<file path="src/rtl/frb_pkg.sv">
// Shared definitions for the FRB pulse detector: FSM state encoding, default
// geometry and helpers that derive window depth and running-sum width.
package frb_pkg;

   typedef enum logic [1:0] {
      ST_WARMUP  = 2'd0,
      ST_ARMED   = 2'd1,
      ST_EVENT   = 2'd2,
      ST_HOLDOFF = 2'd3
   } frb_state_e;

   localparam int DEF_DIN_WIDTH = 32;
   localparam int DEF_AVG_LOG2  = 6;
   localparam int AVG_DEPTH     = 1 << DEF_AVG_LOG2;
   localparam int SUM_W         = DEF_DIN_WIDTH + DEF_AVG_LOG2;

   function automatic int avg_depth(input int log2);
      return 1 << log2;
   endfunction

   function automatic int sum_w(input int din_w, input int log2);
      return din_w + log2;
   endfunction

endpackage

</file>
<file path="src/rtl/moving_avg.sv">
// Boxcar baseline over the last 2^AVG_LOG2 pushed words: circular buffer,
// wrapping write pointer, fill flag and a running sum updated per push.
module moving_avg
   import frb_pkg::*;
#(
   parameter int DIN_WIDTH = DEF_DIN_WIDTH,
   parameter int AVG_LOG2  = DEF_AVG_LOG2
) (
   input  logic                 clk,
   input  logic                 rst,
   input  logic                 push,
   input  logic [DIN_WIDTH-1:0] din,
   output logic [DIN_WIDTH-1:0] avg,
   output logic                 full
);

   localparam int DEPTH = avg_depth(AVG_LOG2);
   localparam int SUMW  = sum_w(DIN_WIDTH, AVG_LOG2);
   localparam logic [AVG_LOG2-1:0] PTR_LAST = AVG_LOG2'(DEPTH - 1);

   logic [DIN_WIDTH-1:0] r_buf [DEPTH];
   logic [AVG_LOG2-1:0]  r_ptr;
   logic                 r_full;
   logic [SUMW-1:0]      r_sum;
   logic [DIN_WIDTH-1:0] w_oldest;

   // Until the window has filled once, the slot being overwritten holds stale data.
   assign w_oldest = r_full ? r_buf[r_ptr] : '0;

   // NOTE: the buffer is deliberately left out of reset; r_full masks its stale contents.
   always_ff @(posedge clk) begin
      if (push) begin
         r_buf[r_ptr] <= din;
      end
   end

   always_ff @(posedge clk) begin
      if (rst) begin
         r_ptr  <= '0;
         r_full <= 1'b0;
         r_sum  <= '0;
      end else if (push) begin
         r_ptr <= r_ptr + AVG_LOG2'(1);
         if (r_ptr == PTR_LAST) begin
            r_full <= 1'b1;
         end
         r_sum <= r_sum + SUMW'(din) - SUMW'(w_oldest);
      end
   end

   assign avg  = DIN_WIDTH'(r_sum >> AVG_LOG2);
   assign full = r_full;

endmodule

</file>
<file path="src/rtl/frb_pulse_detector.sv">
// Threshold event detector: compares each integrated-power word against a moving
// baseline plus offset, tracks peak and width per event, then applies holdoff.
module frb_pulse_detector
   import frb_pkg::*;
#(
   parameter int DIN_WIDTH = DEF_DIN_WIDTH,
   parameter int AVG_LOG2  = DEF_AVG_LOG2,
   parameter int CNT_W     = 32,
   parameter int WIDTH_W   = 8,
   parameter int HOLD_W    = 16
) (
   input  logic                 clk,
   input  logic                 rst,
   input  logic                 ce,
   input  logic [DIN_WIDTH-1:0] integ_pow,
   input  logic                 integ_valid,
   input  logic [DIN_WIDTH-1:0] thresh_offset,
   input  logic [HOLD_W-1:0]    holdoff_len,
   output logic                 trigger,
   output logic [DIN_WIDTH-1:0] peak_pow,
   output logic [CNT_W-1:0]     peak_idx,
   output logic [WIDTH_W-1:0]   event_width,
   output logic [DIN_WIDTH-1:0] baseline,
   output logic                 armed
);

   localparam int DEPTH = avg_depth(AVG_LOG2);
   localparam logic [AVG_LOG2-1:0] WARM_LAST = AVG_LOG2'(DEPTH - 1);
   localparam logic [WIDTH_W-1:0]  W_MAX     = '1;

   frb_state_e           r_state;
   logic                 r_armed;
   logic                 r_trigger;
   logic [CNT_W-1:0]     r_frame_cnt;
   logic [AVG_LOG2-1:0]  r_warm_cnt;
   logic [WIDTH_W-1:0]   r_wcnt;
   logic [HOLD_W-1:0]    r_hcnt;
   logic [DIN_WIDTH-1:0] r_pk_pow;
   logic [CNT_W-1:0]     r_pk_idx;
   logic [DIN_WIDTH-1:0] r_peak_pow;
   logic [CNT_W-1:0]     r_peak_idx;
   logic [WIDTH_W-1:0]   r_event_width;

   logic                 w_accept;
   logic [DIN_WIDTH:0]   w_thr;
   logic                 w_above;
   logic                 w_push;
   logic                 w_full;
   logic [DIN_WIDTH-1:0] w_baseline;

   assign w_accept = ce && integ_valid;
   assign w_thr    = {1'b0, w_baseline} + {1'b0, thresh_offset};
   assign w_above  = {1'b0, integ_pow} > w_thr;
   // Baseline freezes during an event; only the below-threshold closing word is pushed.
   assign w_push   = w_accept && !((r_state == ST_EVENT) && w_above);

   moving_avg #(
      .DIN_WIDTH (DIN_WIDTH),
      .AVG_LOG2  (AVG_LOG2)
   ) u_moving_avg (
      .clk  (clk),
      .rst  (rst),
      .push (w_push),
      .din  (integ_pow),
      .avg  (w_baseline),
      .full (w_full)
   );

   always_ff @(posedge clk) begin
      if (rst) begin
         r_state       <= ST_WARMUP;
         r_armed       <= 1'b0;
         r_trigger     <= 1'b0;
         r_frame_cnt   <= '0;
         r_warm_cnt    <= '0;
         r_wcnt        <= '0;
         r_hcnt        <= '0;
         r_pk_pow      <= '0;
         r_pk_idx      <= '0;
         r_peak_pow    <= '0;
         r_peak_idx    <= '0;
         r_event_width <= '0;
      end else begin
         // NOTE: non-blocking only; a later assignment in this block overrides this default.
         r_trigger <= 1'b0;
         if (w_accept) begin
            r_frame_cnt <= r_frame_cnt + CNT_W'(1);
            case (r_state)
               ST_WARMUP: begin
                  if (w_full || (r_warm_cnt == WARM_LAST)) begin
                     r_state <= ST_ARMED;
                     r_armed <= 1'b1;
                  end else begin
                     r_warm_cnt <= r_warm_cnt + AVG_LOG2'(1);
                  end
               end
               ST_ARMED: begin
                  if (w_above) begin
                     r_state  <= ST_EVENT;
                     r_armed  <= 1'b0;
                     r_pk_pow <= integ_pow;
                     r_pk_idx <= r_frame_cnt;
                     r_wcnt   <= WIDTH_W'(1);
                  end
               end
               ST_EVENT: begin
                  if (w_above && (r_wcnt != W_MAX)) begin
                     r_wcnt <= r_wcnt + WIDTH_W'(1);
                     if (integ_pow > r_pk_pow) begin
                        r_pk_pow <= integ_pow;
                        r_pk_idx <= r_frame_cnt;
                     end
                  end else begin
                     r_trigger     <= 1'b1;
                     r_peak_pow    <= r_pk_pow;
                     r_peak_idx    <= r_pk_idx;
                     r_event_width <= r_wcnt;
                     r_hcnt        <= holdoff_len;
                     if (holdoff_len == '0) begin
                        r_state <= ST_ARMED;
                        r_armed <= 1'b1;
                     end else begin
                        r_state <= ST_HOLDOFF;
                     end
                  end
               end
               ST_HOLDOFF: begin
                  r_hcnt <= r_hcnt - HOLD_W'(1);
                  if (r_hcnt == HOLD_W'(1)) begin
                     r_state <= ST_ARMED;
                     r_armed <= 1'b1;
                  end
               end
               default: begin
                  r_state <= ST_WARMUP;
                  r_armed <= 1'b0;
               end
            endcase
         end
      end
   end

   assign trigger     = r_trigger;
   assign peak_pow    = r_peak_pow;
   assign peak_idx    = r_peak_idx;
   assign event_width = r_event_width;
   assign baseline    = w_baseline;
   assign armed       = r_armed;

endmodule
</file>
<file path="config.mk">
export PLATFORM = sky130hd
export DESIGN_NAME = frb_pulse_detector
export DESIGN_NICKNAME = d
export VERILOG_FILES = /design/src/rtl/frb_pkg.sv /design/src/rtl/moving_avg.sv /design/src/rtl/frb_pulse_detector.sv
export SDC_FILE = /design/constraint.sdc
export NUM_CORES = 2
export LEC_CHECK = 0
export BUFFER_PORTS_ARGS = -buffer_cell sky130_fd_sc_hd__buf_2
export CORE_UTILIZATION = 30
export CTS_BUF_LIST = sky130_fd_sc_hd__clkbuf_8
export DETAILED_ROUTE_END_ITERATION = 10
export HOLD_SLACK_MARGIN = 0.02
export SLEW_MARGIN = 20
export SYNTH_ARGS = -nofsm -noshare
export SYNTH_HDL_FRONTEND = slang
export SYNTH_SLANG_ARGS = --single-unit
</file>
<file path="constraint.sdc">
create_clock -name clk -period 5.9 [get_ports clk]
set_input_delay 0.59 -clock clk [delete_from_list [all_inputs] [get_ports clk]]
set_output_delay 0.59 -clock clk [all_outputs]
set_load 0.1 [all_outputs]
</file>
==> flow_summary.html <==
<table>
<tr><th>Metric</th><th>Value</th></tr>
<tr><th colspan="2">Outcome</th></tr>
<tr><td>Run status</td><td>complete, no violations</td></tr>
<tr><th colspan="2">Yosys</th></tr>
<tr><td>Async set-reset flop share out of synthesis</td><td>0</td></tr>
<tr><td>Number of standard cells after synthesis</td><td>around 5000</td></tr>
<tr><td>List of most frequent post-synthesis cells</td><td>2048 x sky130_fd_sc_hd__edfxtp_1, 655 x sky130_fd_sc_hd__mux4_2, 319 x sky130_fd_sc_hd__nor2_1</td></tr>
<tr><td>Count of flip-flops with a built-in enable after synthesis</td><td>2048</td></tr>
<tr><td>Top-count cell post-synth</td><td>sky130_fd_sc_hd__edfxtp_1</td></tr>
<tr><td>Total number of yosys warnings</td><td>0</td></tr>
<tr><td>Synth area leader</td><td>sky130_fd_sc_hd__edfxtp_1</td></tr>
<tr><td>Cell area after synthesis</td><td>94400 sq um</td></tr>
<tr><td>Post-synthesis sequential area ratio</td><td>0.705</td></tr>
<tr><td>Dominant synthesized flop cell</td><td>sky130_fd_sc_hd__edfxtp_1</td></tr>
<tr><td>Register bit count reported by yosys</td><td>2301</td></tr>
<tr><td>Fraction of synthesized cell area taken by the top area cell type</td><td>0.651</td></tr>
<tr><td>Post-Synthesis Net Count</td><td>approximately 5200</td></tr>
<tr><td>Most area-consuming cells after synthesis</td><td>sky130_fd_sc_hd__edfxtp_1 65%, sky130_fd_sc_hd__mux4_2 16%, sky130_fd_sc_hd__dfxtp_1 5.4%, sky130_fd_sc_hd__ha_1 1.9%, sky130_fd_sc_hd__mux2i_1 1.7%</td></tr>
<tr><td>Avg Synthesized Cell Area</td><td>19.0 sq um</td></tr>
<tr><td>Count of different cell masters after synthesis</td><td>88</td></tr>
<tr><th colspan="2">Run</th></tr>
<tr><td>Max-capacitance violation count</td><td>0</td></tr>
<tr><th colspan="2">Power and ir drop</th></tr>
<tr><td>Sequential Power Share</td><td>0.520</td></tr>
<tr><td>Leakage</td><td>36.6 nW</td></tr>
<tr><td>Internal power consumption</td><td>25.9 mW</td></tr>
<tr><td>Switching Share</td><td>0.247</td></tr>
<tr><td>Clock network fraction of total power</td><td>0.369</td></tr>
<tr><td>Power density of the placed cells</td><td>between 300 and 400 nW/um^2</td></tr>
<tr><td>Switching power summed over all nets</td><td>8.48 mW</td></tr>
<tr><td>VDD IR max</td><td>between 200 and 250 uV</td></tr>
<tr><td>Comb pwr share</td><td>0.112</td></tr>
<tr><td>Power consumption</td><td>34.4 mW</td></tr>
<tr><th colspan="2">Worst setup path</th></tr>
<tr><td>Kind of launch point of the worst setup path</td><td>register</td></tr>
<tr><td>Buffers plus inverters on the worst setup path</td><td>7</td></tr>
<tr><td>Crit Path Max Fanout</td><td>6</td></tr>
<tr><td>Worst path slowest cell</td><td>sky130_fd_sc_hd__mux4_2</td></tr>
<tr><td>Critical path cell sequence</td><td>buf_6 -&gt; buf_12 -&gt; buf_12 -&gt; mux4_2 -&gt; mux4_2 -&gt; mux4_2 -&gt; and2_1 -&gt; fa_1 -&gt; inv_1 -&gt; ha_1 -&gt; o21ai_0 -&gt; buf_4 -&gt; o21ai_2 -&gt; nand4_1 -&gt; buf_4 -&gt; a311oi_4 -&gt; buf_4 -&gt; o31a_1 -&gt; nor2_1 -&gt; o21bai_1 -&gt; nor4b_2 -&gt; a311o_1</td></tr>
<tr><td>Depth of the critical timing path with buffers and inverters included</td><td>22</td></tr>
<tr><td>Required arrival time at the worst endpoint</td><td>6.81 ns</td></tr>
<tr><td>Kind of critical path</td><td>reg -&gt; reg</td></tr>
<tr><td>Number of cell instances on the worst register-to-register path</td><td>22</td></tr>
<tr><td>Capturing element type of the critical path</td><td>register</td></tr>
<tr><td>Kind of cell adding the most delay to the critical path</td><td>multiplexers</td></tr>
<tr><td>Arrival time of data at the critical path endpoint</td><td>6.73 ns</td></tr>
<tr><td>Highest cell delay on the worst timing path</td><td>0.62 ns</td></tr>
<tr><th colspan="2">Layout</th></tr>
<tr><td>Share of post-route cells with drive strength above 1</td><td>0.318</td></tr>
<tr><td>Synthesis-to-finish area growth</td><td>19.6%</td></tr>
<tr><td>Number of fillers in the final layout</td><td>around 29000</td></tr>
<tr><td>Utilization after layout</td><td>0.362</td></tr>
<tr><td>Count of nets after finishing</td><td>~6000</td></tr>
<tr><td>Finished Layout Cells</td><td>10188</td></tr>
<tr><td>Post-route cell area</td><td>approximately 110000 sq um</td></tr>
<tr><th colspan="2">Floorplan</th></tr>
<tr><td>Area of the die</td><td>317000 sq um</td></tr>
<tr><td>Core area</td><td>312000 sq um</td></tr>
<tr><td>Chip Height</td><td>563 um</td></tr>
<tr><td>Boundary Pins</td><td>190</td></tr>
<tr><td>Starting utilization of the core area</td><td>0.302</td></tr>
<tr><td>Die boundary width</td><td>563 um</td></tr>
<tr><td>Site row count</td><td>205</td></tr>
<tr><th colspan="2">Timing</th></tr>
<tr><td>Final worst hold slack</td><td>0.121 ns</td></tr>
<tr><td>Worst slew margin</td><td>0.266</td></tr>
<tr><td>Worst slew pin tran</td><td>1.10 ns</td></tr>
<tr><td>Worst clock skew on the final layout</td><td>0.102 ns</td></tr>
<tr><td>Total count of max-transition violations in the final report</td><td>0</td></tr>
<tr><td>Min Tclk post-route</td><td>5.81 ns</td></tr>
<tr><td>Post-layout worst setup margin</td><td>0.0865 ns</td></tr>
<tr><td>Total Neg Setup Slack</td><td>0 ns</td></tr>
<tr><td>Endpoints failing hold</td><td>0</td></tr>
<tr><td>Max Fclk</td><td>around 170 MHz</td></tr>
<tr><td>Count of final setup violators</td><td>0</td></tr>
<tr><td>Unrepaired setup endpoints after global routing</td><td>true</td></tr>
<tr><td>Final worst path period share</td><td>0.985</td></tr>
<tr><th colspan="2">Routing</th></tr>
<tr><td>Remaining antenna violation count</td><td>0</td></tr>
<tr><td>Total Routed Length</td><td>269000 um</td></tr>
<tr><td>Routed length per instance</td><td>26.4 um</td></tr>
<tr><td>DR vias/cell</td><td>5.10</td></tr>
<tr><td>Starting DRC count in detailed routing</td><td>between 5000 and 6000</td></tr>
<tr><td>Number of remaining DRC errors</td><td>0</td></tr>
<tr><td>Total vias in the final route</td><td>51992</td></tr>
<tr><td>Iteration count of the initial detailed-routing pass</td><td>5</td></tr>
<tr><th colspan="2">GRT</th></tr>
<tr><td>Global-route wire length before repair</td><td>between 300000 and 400000 um</td></tr>
<tr><td>Via count of the first global-routing pass</td><td>51927</td></tr>
<tr><td>Total Routing Usage GR</td><td>0.166</td></tr>
<tr><td>Largest net degree at the start of global routing</td><td>100</td></tr>
<tr><td>Total grt overflow</td><td>0</td></tr>
<tr><td>Initial antenna violation count</td><td>38</td></tr>
<tr><th colspan="2">Place</th></tr>
<tr><td>Final HPWL DP</td><td>approximately 170000 um</td></tr>
<tr><td>Total instance count after detailed placement</td><td>9463</td></tr>
<tr><td>Pre-CTS setup slack</td><td>-0.0873 ns</td></tr>
<tr><td>Port buffer count</td><td>between 150 and 200</td></tr>
<tr><td>Instance area at placement</td><td>roughly 110000 sq um</td></tr>
<tr><td>Last weighted congestion value of the routability-driven placer</td><td>0.867</td></tr>
<tr><th colspan="2">Clocking</th></tr>
<tr><td>Buffers from clock root to sink, at most</td><td>4</td></tr>
<tr><td>CTS HTree Levels</td><td>5</td></tr>
<tr><td>Clock Sink Count</td><td>2301</td></tr>
<tr><td>Clock-pin slew reported for the worst setup and hold paths after clock tree synthesis</td><td>0.06 ns</td></tr>
<tr><td>Skew-Pair Late Insertion Delay</td><td>between 1 and 1.5 ns</td></tr>
<tr><td>Num CTS Buffers</td><td>377</td></tr>
<tr><td>Root cell of the clock tree</td><td>sky130_fd_sc_hd__clkbuf_8</td></tr>
<tr><td>Clock tree from TritonCTS</td><td>built</td></tr>
<tr><th colspan="2">Worst hold path</th></tr>
<tr><td>WHS Path Cells</td><td>1</td></tr>
<tr><td>Worst min path class</td><td>in -&gt; reg</td></tr>
</table>
-- worst register-to-register path: stages (launching register included) --
cell and delay, ns:
sky130_fd_sc_hd__dfxtp_4 0.37, sky130_fd_sc_hd__buf_6 0.15, sky130_fd_sc_hd__buf_12 0.20, sky130_fd_sc_hd__buf_12 0.16
sky130_fd_sc_hd__mux4_2 0.52, sky130_fd_sc_hd__mux4_2 0.53, sky130_fd_sc_hd__mux4_2 0.62, sky130_fd_sc_hd__and2_1 0.25
sky130_fd_sc_hd__fa_1 0.48, sky130_fd_sc_hd__inv_1 0.04, sky130_fd_sc_hd__ha_1 0.31, sky130_fd_sc_hd__o21ai_0 0.10
sky130_fd_sc_hd__buf_4 0.15, sky130_fd_sc_hd__o21ai_2 0.20, sky130_fd_sc_hd__nand4_1 0.11, sky130_fd_sc_hd__buf_4 0.18
sky130_fd_sc_hd__a311oi_4 0.29, sky130_fd_sc_hd__buf_4 0.18, sky130_fd_sc_hd__o31a_1 0.15, sky130_fd_sc_hd__nor2_1 0.06
sky130_fd_sc_hd__o21bai_1 0.21, sky130_fd_sc_hd__nor4b_2 0.08, sky130_fd_sc_hd__a311o_1 0.35
-- power groups by stage --
stage,clock network [mW],logic (mW),registers [mW]
after floorplan,0,2.32,18.2
after global placement,0,3.56,18.2
after global routing,13.6,4.14,17.8
after detailed placement,0,3.60,18.2
final,12.7,3.84,17.9
after CTS,12.9,3.66,17.8
-- routing by layer --
| metal | share of wire | track usage | wire length [um] | up-vias |
|---|---|---|---|---|
| li1 | - | - | - | 21621 |
| met1 | 0.42 | 0.230 | 114000 | 27705 |
| met2 | 0.46 | 0.261 | 125000 | 2242 |
| met3 | 0.089 | 0.0391 | 23900 | 402 |
| met4 | 0.024 | 0.0445 | 6490 | 22 |
| met5 | 0.00052 | 0 | 139 | - |
-- what timing repair did --
action                                  4_1_cts  5_1_grt
setup buffers                                 4       30
pin swaps                                     3       23
hold buffers                                 33        0
gates resized for setup                       2       73
endpoints found under the hold margin        66        0
cloned                                        2       10
endpoints found under the setup margin        9     1152
-- sequential cells by signal (all words and copies together) (netlist names), named ones only --
name,count
u_moving_avg.r_buf,2048
u_moving_avg.r_sum,38
peak_idx,32
peak_pow,32
r_frame_cnt,32
r_pk_idx,32
r_pk_pow,32
r_hcnt,16
event_width,8
r_wcnt,8
r_warm_cnt,6
u_moving_avg.r_ptr,6
r_state,2
armed,1
trigger,1
u_moving_avg.full,1
-- worst paths after layout --
kind	slack, ns	endpoint	from
setup / recovery	0.09	u_moving_avg.r_sum[23]	register
hold / removal	0.12	u_moving_avg.r_buf[16][13]	integ_pow[13]
setup reg to reg	0.09	u_moving_avg.r_sum[23]	register
hold reg to reg	0.46	u_moving_avg.r_sum[5]	u_moving_avg.r_sum[5]
-- final cells by class --
cell class                      instances  area [sq um]  share of cell area
Inverter                              199           747             0.00661
Antenna cell                           11          27.5            0.000244
Sequential cell                      2301         66600               0.590
Clock inverter                        234          1110             0.00984
Clock buffer                          402          5530              0.0490
Timing Repair Buffer                  691          7360              0.0652
Multi-Input combinational cell       2210         26400               0.234
Tap cell                             4140          5180              0.0459
-- logic make-up (layout without fill, tap and decap cells) --
group,after synthesis,in the layout,synth area share
compound gates,381,381,0.0271
xor+xnor,82,82,0.00761
fa+ha+maj,177,177,0.0261
buf+inv,466,1526,0.0229
flops,2301,2301,0.705
mux,839,839,0.176
other cells,0,11,0
simple gates,731,731,0.0352
-- cells in the final DEF, fill, tap and decap left out, types with 43 or more instances in the layout --
| cell | Yosys | final |
|---|---|---|
| sky130_fd_sc_hd__nand2_1 | 175 | 175 |
| sky130_fd_sc_hd__nand3_1 | 53 | 52 |
| sky130_fd_sc_hd__ha_1 | 144 | 142 |
| sky130_fd_sc_hd__buf_12 | 7 | 169 |
| sky130_fd_sc_hd__xor2_1 | 43 | 43 |
| sky130_fd_sc_hd__inv_1 | 199 | 313 |
| sky130_fd_sc_hd__mux4_2 | 655 | 655 |
| sky130_fd_sc_hd__dfxtp_1 | 253 | 245 |
| sky130_fd_sc_hd__o21ai_0 | 66 | 63 |
| sky130_fd_sc_hd__buf_2 | 60 | 188 |
| sky130_fd_sc_hd__clkinv_1 | 0 | 74 |
| sky130_fd_sc_hd__buf_4 | 38 | 268 |
| sky130_fd_sc_hd__mux2i_1 | 156 | 155 |
| sky130_fd_sc_hd__edfxtp_1 | 2048 | 2048 |
| sky130_fd_sc_hd__a21oi_1 | 122 | 119 |
| sky130_fd_sc_hd__nor2_1 | 319 | 255 |
| sky130_fd_sc_hd__nor2_4 | 0 | 64 |
| sky130_fd_sc_hd__clkbuf_8 | 0 | 403 |
(Power assumes the default switching activity.)
